[config.mk]
export PLATFORM = sky130hd
export DESIGN_NAME = pwm_capture_flat
export DESIGN_NICKNAME = d
export VERILOG_FILES = /design/src/rtl/pwm_capture_if.sv /design/src/rtl/pwm_capture.sv /design/src/flat_wrapper.sv
export SDC_FILE = /design/constraint.sdc
export NUM_CORES = 1
export LEC_CHECK = 0
export CORE_AREA = 2 2 116 231
export CTS_CLUSTER_DIAMETER = 200
export DETAILED_ROUTE_END_ITERATION = 8
export DIE_AREA = 0 0 118 233
export HOLD_SLACK_MARGIN = 0.03
export SYNTH_ARGS = -nofsm -noshare
export SYNTH_HDL_FRONTEND = slang
export SYNTH_SLANG_ARGS = --single-unit
export TNS_END_PERCENT = 30
[constraint.sdc]
create_clock -name clk -period 13.4 [get_ports clk]
set_clock_uncertainty 0.2 [all_clocks]
set_input_delay 1.34 -clock clk [delete_from_list [all_inputs] [get_ports clk]]
set_output_delay 1.34 -clock clk [all_outputs]
set_load 0.03 [all_outputs]
[src/rtl/pwm_capture_if.sv]
// Signal bundle between a PWM input pin and the consumer of its measurements.
// The capture block uses the master side; the consumer (or a bench) uses the slave side.
interface pwm_capture_if #(
  parameter int CNT_W = 32
);
  logic             pwm_in;
  logic [CNT_W-1:0] high_cnt;
  logic [CNT_W-1:0] period_cnt;
  logic             meas_valid;
  logic             timeout;
  logic             stuck_level;

  modport master (
    input  pwm_in,
    output high_cnt, period_cnt, meas_valid, timeout, stuck_level
  );

  modport slave (
    output pwm_in,
    input  high_cnt, period_cnt, meas_valid, timeout, stuck_level
  );
endinterface

[src/rtl/pwm_capture.sv]
// Measures high time and period of an asynchronous PWM input, with loss-of-signal timeout.
// Optional glitch filter on the synchronized input when PWM_CAP_FILTER_EN is defined.
module pwm_capture #(
  parameter int CNT_W       = 32,
  parameter int TIMEOUT_CNT = 2_000_000
`ifdef PWM_CAP_FILTER_EN
  , parameter int FILT_LEN  = 4
`endif
) (
  input logic           clk,
  input logic           rst,
  pwm_capture_if.master bus
);

  typedef enum logic [1:0] {IDLE, HIGH, LOW} state_t;

  localparam logic [CNT_W-1:0] CNT_MAX = '1;
  localparam logic [CNT_W-1:0] TMO_LIM = CNT_W'(TIMEOUT_CNT);

  logic [1:0] sync_q;
  logic       lvl;
  logic       lvl_q;
  logic       rise;
  logic       fall;

  state_t           state;
  state_t           state_nx;
  logic [CNT_W-1:0] p_ctr, p_nx, p_inc;
  logic [CNT_W-1:0] h_ctr, h_nx, h_inc;
  logic [CNT_W-1:0] h_lat, h_lat_nx;
  logic [CNT_W-1:0] high_q, high_nx;
  logic [CNT_W-1:0] period_q, period_nx;
  logic             valid_q, valid_nx;
  logic             timeout_q, timeout_nx;
  logic             stuck_q, stuck_nx;

  always_ff @(posedge clk or posedge rst) begin
    if (rst) sync_q <= '0;
    else     sync_q <= {sync_q[0], bus.pwm_in};
  end

`ifdef PWM_CAP_FILTER_EN
  localparam int FC_W = $clog2(FILT_LEN + 1);

  logic [FC_W-1:0] filt_cnt;
  logic            filt_lvl;

  // The filtered level follows only after FILT_LEN consecutive samples disagree with it.
  always_ff @(posedge clk or posedge rst) begin
    if (rst) begin
      filt_cnt <= '0;
      filt_lvl <= 1'b0;
    end else if (sync_q[1] == filt_lvl) begin
      filt_cnt <= '0;
    end else if (filt_cnt == FC_W'(FILT_LEN - 1)) begin
      filt_lvl <= sync_q[1];
      filt_cnt <= '0;
    end else begin
      filt_cnt <= filt_cnt + FC_W'(1);
    end
  end

  assign lvl = filt_lvl;
`else
  assign lvl = sync_q[1];
`endif

  always_ff @(posedge clk or posedge rst) begin
    if (rst) lvl_q <= 1'b0;
    else     lvl_q <= lvl;
  end

  assign rise  = lvl & ~lvl_q;
  assign fall  = ~lvl & lvl_q;
  assign p_inc = (p_ctr == CNT_MAX) ? p_ctr : p_ctr + CNT_W'(1);
  assign h_inc = (h_ctr == CNT_MAX) ? h_ctr : h_ctr + CNT_W'(1);

  // A rise in LOW closes a period; a rise in the same cycle as the timeout limit wins.
  always_comb begin
    state_nx   = state;
    p_nx       = p_ctr;
    h_nx       = h_ctr;
    h_lat_nx   = h_lat;
    high_nx    = high_q;
    period_nx  = period_q;
    valid_nx   = 1'b0;
    timeout_nx = timeout_q;
    stuck_nx   = stuck_q;
    case (state)
      IDLE: begin
        p_nx = '0;
        h_nx = '0;
        if (rise) begin
          state_nx = HIGH;
          p_nx     = CNT_W'(1);
          h_nx     = CNT_W'(1);
        end
      end
      HIGH: begin
        p_nx = p_inc;
        h_nx = h_inc;
        if (p_ctr >= TMO_LIM) begin
          state_nx   = IDLE;
          timeout_nx = 1'b1;
          stuck_nx   = lvl;
          p_nx       = '0;
          h_nx       = '0;
        end else if (fall) begin
          state_nx = LOW;
          h_lat_nx = h_ctr;
        end
      end
      LOW: begin
        p_nx = p_inc;
        if (rise) begin
          state_nx   = HIGH;
          period_nx  = p_ctr;
          high_nx    = h_lat;
          valid_nx   = 1'b1;
          timeout_nx = 1'b0;
          p_nx       = CNT_W'(1);
          h_nx       = CNT_W'(1);
        end else if (p_ctr >= TMO_LIM) begin
          state_nx   = IDLE;
          timeout_nx = 1'b1;
          stuck_nx   = lvl;
          p_nx       = '0;
          h_nx       = '0;
        end
      end
      default: begin
        state_nx = IDLE;
        p_nx     = '0;
        h_nx     = '0;
      end
    endcase
  end

  always_ff @(posedge clk or posedge rst) begin
    if (rst) begin
      state     <= IDLE;
      p_ctr     <= '0;
      h_ctr     <= '0;
      h_lat     <= '0;
      high_q    <= '0;
      period_q  <= '0;
      valid_q   <= 1'b0;
      timeout_q <= 1'b0;
      stuck_q   <= 1'b0;
    end else begin
      state     <= state_nx;
      p_ctr     <= p_nx;
      h_ctr     <= h_nx;
      h_lat     <= h_lat_nx;
      high_q    <= high_nx;
      period_q  <= period_nx;
      valid_q   <= valid_nx;
      timeout_q <= timeout_nx;
      stuck_q   <= stuck_nx;
    end
  end

  assign bus.high_cnt    = high_q;
  assign bus.period_cnt  = period_q;
  assign bus.meas_valid  = valid_q;
  assign bus.timeout     = timeout_q;
  assign bus.stuck_level = stuck_q;

endmodule
[src/flat_wrapper.sv]
// flat-port wrapper written by rule: the top's interface ports become plain ports
module pwm_capture_flat 
#(
  parameter int CNT_W       = 32,
  parameter int TIMEOUT_CNT = 2_000_000

)
  (clk, rst, bus_pwm_in, bus_high_cnt, bus_period_cnt, bus_meas_valid, bus_timeout, bus_stuck_level);
  pwm_capture_if #(.CNT_W(CNT_W)) bus_i ();
  input logic clk;
  input logic rst;
  input wire logic [$bits(bus_i.pwm_in)-1:0] bus_pwm_in;
  output wire logic [$bits(bus_i.high_cnt)-1:0] bus_high_cnt;
  output wire logic [$bits(bus_i.period_cnt)-1:0] bus_period_cnt;
  output wire logic [$bits(bus_i.meas_valid)-1:0] bus_meas_valid;
  output wire logic [$bits(bus_i.timeout)-1:0] bus_timeout;
  output wire logic [$bits(bus_i.stuck_level)-1:0] bus_stuck_level;
  assign bus_i.pwm_in = bus_pwm_in;
  assign bus_high_cnt = bus_i.high_cnt;
  assign bus_period_cnt = bus_i.period_cnt;
  assign bus_meas_valid = bus_i.meas_valid;
  assign bus_timeout = bus_i.timeout;
  assign bus_stuck_level = bus_i.stuck_level;
  pwm_capture #(.CNT_W(CNT_W), .TIMEOUT_CNT(TIMEOUT_CNT)) u_core (.clk(clk), .rst(rst), .bus(bus_i));
endmodule
== After elaboration in Yosys (flattened, before gate mapping) ==
Cells that the tools add are included.

* Output and inout bits: 67
* Register bits after elaboration: 168
* Word-level logic and storage cells: 59
* Bits of input ports: 3

* Multiplexer cells: 24
* Order comparisons: 1
* Eq/ne operators: 9
* Reduce and logical (&&, ||, !) cells: 7
* Bitwise operators: 5
* Add/subtract/negate cells: 2

{| class="wikitable"
|+ Operators with widths
! cell !! number
|-
| 32-bit two-way mux || 7
|-
| 32-bit case mux with 3 select lines || 2
|-
| 32-bit by 1-bit adder with 32-bit output, second input constant || 2
|-
| 32-bit == test, second input constant || 2
|-
| 32-bit by 21-bit greater-or-equal comparator with 1-bit output, second input constant || 1
|-
| 2-bit two-way mux || 5
|-
| 1-bit two-way mux || 7
|-
| 3-bit by 1-bit inequality test with 1-bit output, second input constant || 2
|-
| 2-bit case mux with 3 select lines || 1
|-
| 2-bit AND reduction || 3
|-
| 3-bit AND reduction || 2
|-
| 1-bit case mux with 2 select lines || 2
|-
| 3-bit inequality test, second input constant || 1
|-
| 1-bit inverter || 3
|-
| 1-bit bitwise AND || 2
|-
| 2-bit by 1-bit == test with 1-bit output, second input constant || 1
|-
| 2-bit == test, second input constant || 1
|-
| 2-bit zero test || 1
|-
| 2-bit by 1-bit inequality test with 1-bit output, second input constant || 1
|-
| 2-bit inequality test, second input constant || 1
|-
| 2-bit nonzero test || 1
|}

== Logic depth before layout (Yosys ltp) ==
Gate-level depths: netlist of run 1.

* Word-level depth: 5
* Gate-level depth with buffers: 8
* Gate-level depth less buffers: 6

== Worst setup path after synthesis of run 1 ==
No wires, ideal clock.

* Kind: flip-flop to flip-flop
* From: reg u_core.p_ctr[14]
* To: reg u_core.h_lat[20]
* Period minus slack after synthesis: 2.336 ns
* Buffers on the path: 2
* Required time: 13.072 ns
* Arrival time: 2.008 ns
* Stages on the path, launching flop included: 8
* Library setup time: 0.128 ns
* Setup slack: 11.064 ns
* Cell sequence: dfrtp_1 > nor4_4 > a211oi_2 > nor3_2 > and4_1 > buf_2 > buf_4 > mux2_1

* Cells in the longest elaborated chain, start to end: 3

{| class="wikitable"
|+ Ends and longest elaborated chain
! what !! line !! RTL
|-
| from (decl) || pwm_capture.sv:28 || <nowiki>logic [CNT_W-1:0] p_ctr, p_nx, p_inc;</nowiki>
|-
| from (signal assigned) || pwm_capture.sv:152 || <nowiki>p_ctr <= p_nx;</nowiki>
|-
| 32-bit by 21-bit greater-or-equal comparator with 1-bit output || pwm_capture.sv:102 || <nowiki>if (p_ctr >= TMO_LIM) begin</nowiki>
|-
| 1-bit inverter (no line) || -- ||
|-
| 3-bit AND reduction (no line) || -- ||
|-
| to (signal assigned) || pwm_capture.sv:154 || <nowiki>h_lat <= h_lat_nx;</nowiki>
|-
| to (decl) || pwm_capture.sv:30 || <nowiki>logic [CNT_W-1:0] h_lat, h_lat_nx;</nowiki>
|}

Every way passes these cells.
A chain may end at the register's enable or synchronous reset.

== Worst setup path after layout of run 1 ==
* From: reg u_core.p_ctr[8]
* To: reg u_core.h_lat[5]

The elaborated chain is that of the path after synthesis.

==> results.tsv, run 1 <==
metric	value	unit
post-synthesis sequential area ratio	55.3	%
Core ar.	0.0257	mm²
# diodes	0	
routability cong.	0.797	
H-tree depth	4	
register area	0.00420	mm²
Clock Latency Late Sink	0.44	ns
proportion of layout cells with a drive suffix above 1	17.4	%
Root Driver	clkbuf_16	
slew margin rel.	30.7	%
Final Hold Violating Endpoints	0	
postcts setup bufs	0	
gr usage total	13.0	%
Die Ht	233	µm
Final Core Density	36.1	%
drt drc	0	
vias post-DR	5292	
cells after synthesis	616	
global route overflow	0	
CP startpoint kind	register	
Fmax achieved	292	MHz
fin crit share	25.6	%
Period minus WS final	3.43	ns
vias in the first global route	5452	
initial core utilization	29.7	%
CTS tree	yes	
initial DRC count	299	
Hold WC Path Type	reg -> reg	
Post-Route WL	17.1	mm
post-cts repair resize count	0	
Worst-Margin Slew	1.03	ns
first-pass GRT wire length	28.4	mm
clock buffer depth	2	
asr flop ratio synth	100	%
Die Span X	118	µm
P&R area growth vs syn	21.6	%
Data arrival, critical path	3.54	ns
Yosys warnings	0	
number of synthesized flops with an enable pin	0	
Crit Path Class	reg -> reg	
largest fanout on the critical path	33	
drt wl/cell	16.4	µm
pwr dens	113	mW/mm²
final instance area	0.00925	mm²
CTS clk-pin slew, worst paths	0.07	ns
r2r worst-path depth	7	
Mean Syn Cell Area	12.3	µm²
I/O Pins	70	
RSZ-0062 raised after global routing	false	
worst hold path stage count	0	
Post-synth top flop	dfrtp_1	
Synth Register Bits	168	
Leak	3.92	nW
CP startpoint	u_core.p_ctr[8]	
CTS Buf Count	17	
DRT Pass-1 Iters	5	
antenna violations before repair	0	
Sink Count	168	
CP Capture Type	register	
CTS Hold Bufs	0	
row cnt	83	
I/O Buffers	69	
synthesized area	0.00761	mm²
Final WS setup	9.97	ns
MaxCap Viol Count	0	
status	finished, final reports clean	
reg-to-reg startpoint	u_core.p_ctr[8]	
Multi-input gate area	0.00320	mm²
fin cells	1041	
HPWL after DPL	11.8	mm
placed inst area	0.00865	mm²
Max rail drop VDD	0.0915	mV
CP required	13.51	ns
die area	0.0275	mm²
FILL cells	2534	
largest net degree at the start of global routing	100	
count of final max-slew check failures	0	
final setup TNS	0	ns
Setup Viol. Count Final	0	
pre-CTS setup slack	9.71	ns
hold_sp	u_core.sync_q[0]	
Routed Antenna Nets	0	
post-DR vias/cell	5.08	
unique cell type count in the Yosys netlist	62	
nets@finish	698	
placed cells	1009	
[metal layers]
| metal | routed length [µm] | part of all wire [%] | vias up | GRT usage, % |
|---|---|---|---|---|
| li1 | - | - | 2465 | - |
| met1 | 6750 | 39 | 2713 | 14.1 |
| met2 | 9530 | 56 | 95 | 24.3 |
| met3 | 427 | 2.5 | 19 | 2.33 |
| met4 | 410 | 2.4 | 0 | 5.95 |
| met5 | 0 | 0 | - | 0 |
[final cells by class]
cell class	count	area share, %
well taps	340	4.60
clock buffers	17	4.60
inverters	16	0.703
flip-flops and latches	168	45.4
multi-input cells	408	34.6
clock inverters	15	1.93
repair buffers	77	8.11
[flip-flops by register name, summed over array words and instances, names as in the netlist]
name and flops:
u_core.sync_q 2, u_core.lvl_q 1, u_core.bus.timeout 1, u_core.bus.stuck_level 1, u_core.h_lat 32, u_core.state 2, u_core.bus.meas_valid 1, u_core.bus.period_cnt 32
u_core.bus.high_cnt 32, u_core.p_ctr 32, u_core.h_ctr 32
[logic make-up after synthesis]
group	Yosys count	synth area share, %
xor+xnor	3	0.346
buf+inv	50	3.16
mux	117	16.9
fa+ha+maj	7	1.15
compound gates	95	8.98
simple gates	175	14.1
flops	168	55.3
other cells	1	0.0493
[report_power, final]
group	internal [mW]	switching (mW)
Sequential	0.511	0.00382
Clock	0.283	0.223
Combinational	0.00714	0.0213
[synth_stat cells, types with 3 or more instances]
cell / number / share of area (%)
and3_1: 12 / 0.99
buf_6: 3 / 0.44
clkbuf_1: 18 / 0.89
inv_1: 15 / 0.74
and2_1: 5 / 0.41
buf_4: 6 / 0.59
nand3_1: 42 / 2.8
mux2i_1: 25 / 3.3
buf_2: 6 / 0.39
dfrtp_1: 168 / 55
nand4_1: 19 / 1.6
or3_1: 7 / 0.58
o211ai_1: 3 / 0.30
and4_1: 11 / 1.3
nor3_1: 4 / 0.26
a22oi_1: 26 / 2.6
o31ai_1: 12 / 1.2
or4_1: 19 / 1.9
nand2_1: 22 / 1.1
ha_1: 7 / 1.2
a31oi_1: 4 / 0.33
a21oi_1: 16 / 1.1
mux2_2: 63 / 9.3
mux2_1: 29 / 4.3
o21ai_0: 10 / 0.66
nor4_1: 5 / 0.41
nor2_1: 13 / 0.64
[path summary, 6_finish.rpt]
kind | slack, ns | endpoint
setup / recovery | 9.97 | u_core.h_lat[5]
hold / removal | 0.15 | u_core.sync_q[1]
setup reg to reg | 9.97 | u_core.h_lat[5]
hold reg to reg | 0.15 | u_core.sync_q[1]
max in group asynchronous | 10.29 | u_core.h_ctr[26]
min in group asynchronous | 1.25 | u_core.bus.high_cnt[1]
[through the flow]
stage | total power, mW | hold slack [ns]
2_1_floorplan | 0.543 | 0.131
3_3_place_gp | 0.554 | 0.140
3_5_place_dp | 0.554 | 0.142
4_1_cts | 1.06 | 0.158
5_1_grt | 1.09 | 0.176
6_report | 1.05 | 0.154
[worst max-delay path: stages (launching register included)]
cell	delay [ns]
dfrtp_1	0.45
o31ai_1	0.53
a211oi_2	0.22
nor3_2	0.20
buf_4	0.37
and4_1	0.55
buf_4	0.41
mux2_1	0.36
[cell usage in the layout (no fill, tap or decap), types with 3 or more instances in the layout]
cell,synthesis,final
dfrtp_1,168,168
clkdlybuf4s50_1,0,69
mux2_2,63,63
nand3_1,42,42
mux2_1,29,29
a22oi_1,26,26
mux2i_1,25,25
nand2_1,22,21
nand4_1,19,19
or4_1,19,19
clkbuf_16,0,17
a21oi_1,16,16
inv_1,15,14
nor2_1,13,13
o31ai_1,12,12
and3_1,12,12
and4_1,11,11
conb_1,1,11
o21ai_0,10,10
inv_6,0,8
buf_4,6,8
or3_1,7,7
ha_1,7,7
nor4_1,5,5
and2_1,5,5
nor3_1,4,4
a31oi_1,4,4
o211ai_1,3,3
inv_8,0,3
Power figures use the tool's default switching activity.
==> run 2: changes to the inputs <==
==> constraint.sdc (replaced) <==
create_clock -name clk -period 3.4 [get_ports clk]
set_clock_uncertainty 0.2 [all_clocks]
set_input_delay 0.34 -clock clk [delete_from_list [all_inputs] [get_ports clk]]
set_output_delay 0.34 -clock clk [all_outputs]
set_load 0.03 [all_outputs]
==> results.tsv, run 2 (synthesis gave the netlist of run 1 again) <==
metric	value	unit	change
CTS Hold Bufs	0		unchanged
Post-Route WL	17.6	mm	was 17.1 mm
drt drc	0		unchanged
nets@finish	709		was 698
count of final max-slew check failures	0		unchanged
NetSw	0.996	mW	was 0.248 mW
pwr dens	430	mW/mm²	was 113 mW/mm²
FILL cells	2552		was 2,534
Seq pwr share	50.4	%	was 49.1%
HPWL after DPL	12.6	mm	was 11.8 mm
RSZ-0062 raised after global routing	false		unchanged
CTS clk-pin slew, worst paths	0.07	ns	about the same
Switching Share	24.7	%	was 23.7%
I/O Pins	70		unchanged
commonest non-fill, non-tap cell in the layout	dfrtp_1		unchanged
CP Capture Type	register		unchanged
Root Driver	clkbuf_16		unchanged
Crit Path Class	reg -> reg		unchanged
flop2flop setup slack	0.46	ns	was 9.97 ns
slew margin rel.	47.4	%	was 30.7%
MaxCap Viol Count	0		unchanged
clock buffer depth	2		unchanged
Worst R2R End	u_core.p_ctr[18]		was u_core.h_lat[5]
gr usage total	13.6	%	was 13.0%
Die Span X	118	µm	unchanged
r2r worst-path depth	5		was 7
Leak	3.98	nW	was 3.92 nW
first-pass GRT wire length	29.7	mm	was 28.4 mm
vias in the first global route	5546		was 5,452
Die Ht	233	µm	unchanged
hold_sp	bus_pwm_in		was u_core.sync_q[0]
Max rail drop VDD	0.310	mV	was 0.0915 mV
global route overflow	0		unchanged
post-DR vias/cell	5.03		was 5.08
final setup TNS	0	ns	unchanged
initial core utilization	29.7	%	unchanged
Clock Latency Late Sink	0.43	ns	was 0.44 ns
commonest non-fill, non-tap cells in the layout	dfrtp_1, clkdlybuf4s50_1, mux2_2		unchanged
CTS tree	yes		unchanged
P&R area growth vs syn	23.1	%	was 21.6%
Hold WC Path Type	in -> reg		was reg -> reg
largest net degree at the start of global routing	55		was 100
fin crit share	86.3	%	was 25.6%
Fmax achieved	341	MHz	was 292 MHz
status	finished, final reports clean		unchanged
DRT Pass-1 Iters	5		unchanged
Worst-Margin Slew	0.788	ns	was 1.03 ns
vias post-DR	5287		was 5,292
die area	0.0275	mm²	unchanged
I/O Buffers	69		unchanged
CTS Buf Count	17		unchanged
Setup Viol. Count Final	0		unchanged
Routed Antenna Nets	0		unchanged
CP required	3.58	ns	was 13.51 ns
Hold EP	u_core.sync_q[0]		was u_core.sync_q[1]
drt wl/cell	16.8	µm	was 16.4 µm
largest fanout on the critical path	20		was 33
CP startpoint kind	register		unchanged
H-tree depth	4		unchanged
initial DRC count	203		was 299
Sink Count	168		unchanged
Data arrival, critical path	3.11	ns	was 3.54 ns
Combinational Power Share	2.9	%	was 2.7%
Pint	3.03	mW	was 0.801 mW
antenna violations before repair	0		unchanged
# diodes	0		unchanged
Clock Power Share	46.6	%	was 48.2%
routability cong.	0.810		was 0.797
placed inst area	0.00878	mm²	was 0.00865 mm²
Period minus WS final	2.94	ns	was 3.43 ns
worst hold path stage count	1		was 0
postcts setup bufs	0		unchanged
Final Hold Violating Endpoints	0		unchanged
row cnt	83		unchanged
Core ar.	0.0257	mm²	unchanged
reg-to-reg startpoint	u_core.p_ctr[8]		unchanged
post-cts repair resize count	0		unchanged
proportion of layout cells with a drive suffix above 1	18.7	%	was 17.4%
final instance area	0.00936	mm²	was 0.00925 mm²
## run 2: per-layer routing
| layer | vias up | routed length, µm | track usage, % |
|---|---|---|---|
| met3 | 24 | 588 | 2.94 |
| met1 | 2670 | 6790 | 14.4 |
| li1 | 2493 | - | - |
| met2 | 100 | 9770 | 25.5 |
| met4 | 0 | 489 | 5.87 |
| met5 | - | 0 | 0 |
## run 2: layout make-up
class | instances | area, µm² | share of cell area, %
clock buffer | 17 | 425 | 4.54
clock inverter | 15 | 156 | 1.67
inverter | 16 | 63.8 | 0.682
multi-input combinational | 408 | 3200 | 34.2
sequential | 168 | 4200 | 44.9
tap | 340 | 425 | 4.54
timing repair buffer | 88 | 883 | 9.44
## run 2: worst max-delay path by stage
stage                                from                endpoint  slack (ns)  cells after the start
after global routing      u_core.p_ctr[8]        u_core.p_ctr[18]        0.39                      5
after global placement    u_core.p_ctr[8]        u_core.p_ctr[18]        0.50                      5
final                     u_core.p_ctr[8]        u_core.p_ctr[18]        0.46                      5
after detailed placement  u_core.p_ctr[8]        u_core.p_ctr[18]        0.51                      5
after CTS                 u_core.p_ctr[8]        u_core.p_ctr[18]        0.49                      5
after floorplan                       rst  u_core.bus.high_cnt[0]        0.72                      1
## run 2: power groups by stage
stage	combinational, mW	clock (mW)	sequential, mW
2_1_floorplan	0.0698	0	2.07
3_3_place_gp	0.122	0	2.07
3_5_place_dp	0.124	0	2.07
4_1_cts	0.124	1.95	2.03
5_1_grt	0.137	2.03	2.03
6_report	0.118	1.88	2.03
## run 2: metrics by stage
step                power, mW  cells  setup slack, ns  hold WS [ns]  utilization (%)
floorplan                2.14    626            0.719         0.131                -
global placement         2.19   1020            0.501         0.139             34.2
detailed placement       2.19   1020            0.507         0.145             34.2
CTS                      4.10   1052            0.489         0.120             36.5
global route             4.19   1052            0.389         0.152             36.5
finish                   4.03   1052            0.465         0.144             36.5
## run 2: worst max-delay path: stages, from the launching register on
cell      delay (ns)
dfrtp_1         0.46
o31ai_1         0.54
a211oi_2        0.23
or3_4           0.54
a211o_1         0.59
o21ba_1         0.33
==> run 3: changes to the inputs <==
--- a/config.mk
+++ b/config.mk
@@ -10,6 +10,7 @@
 export DETAILED_ROUTE_END_ITERATION = 8
 export DIE_AREA = 0 0 118 233
 export HOLD_SLACK_MARGIN = 0.03
+export SLEW_MARGIN = 20
 export SYNTH_ARGS = -nofsm -noshare
 export SYNTH_HDL_FRONTEND = slang
 export SYNTH_SLANG_ARGS = --single-unit
==> results of run 3 <==
Same layout as run 2: the final DEF is identical, and so are final timing and power.
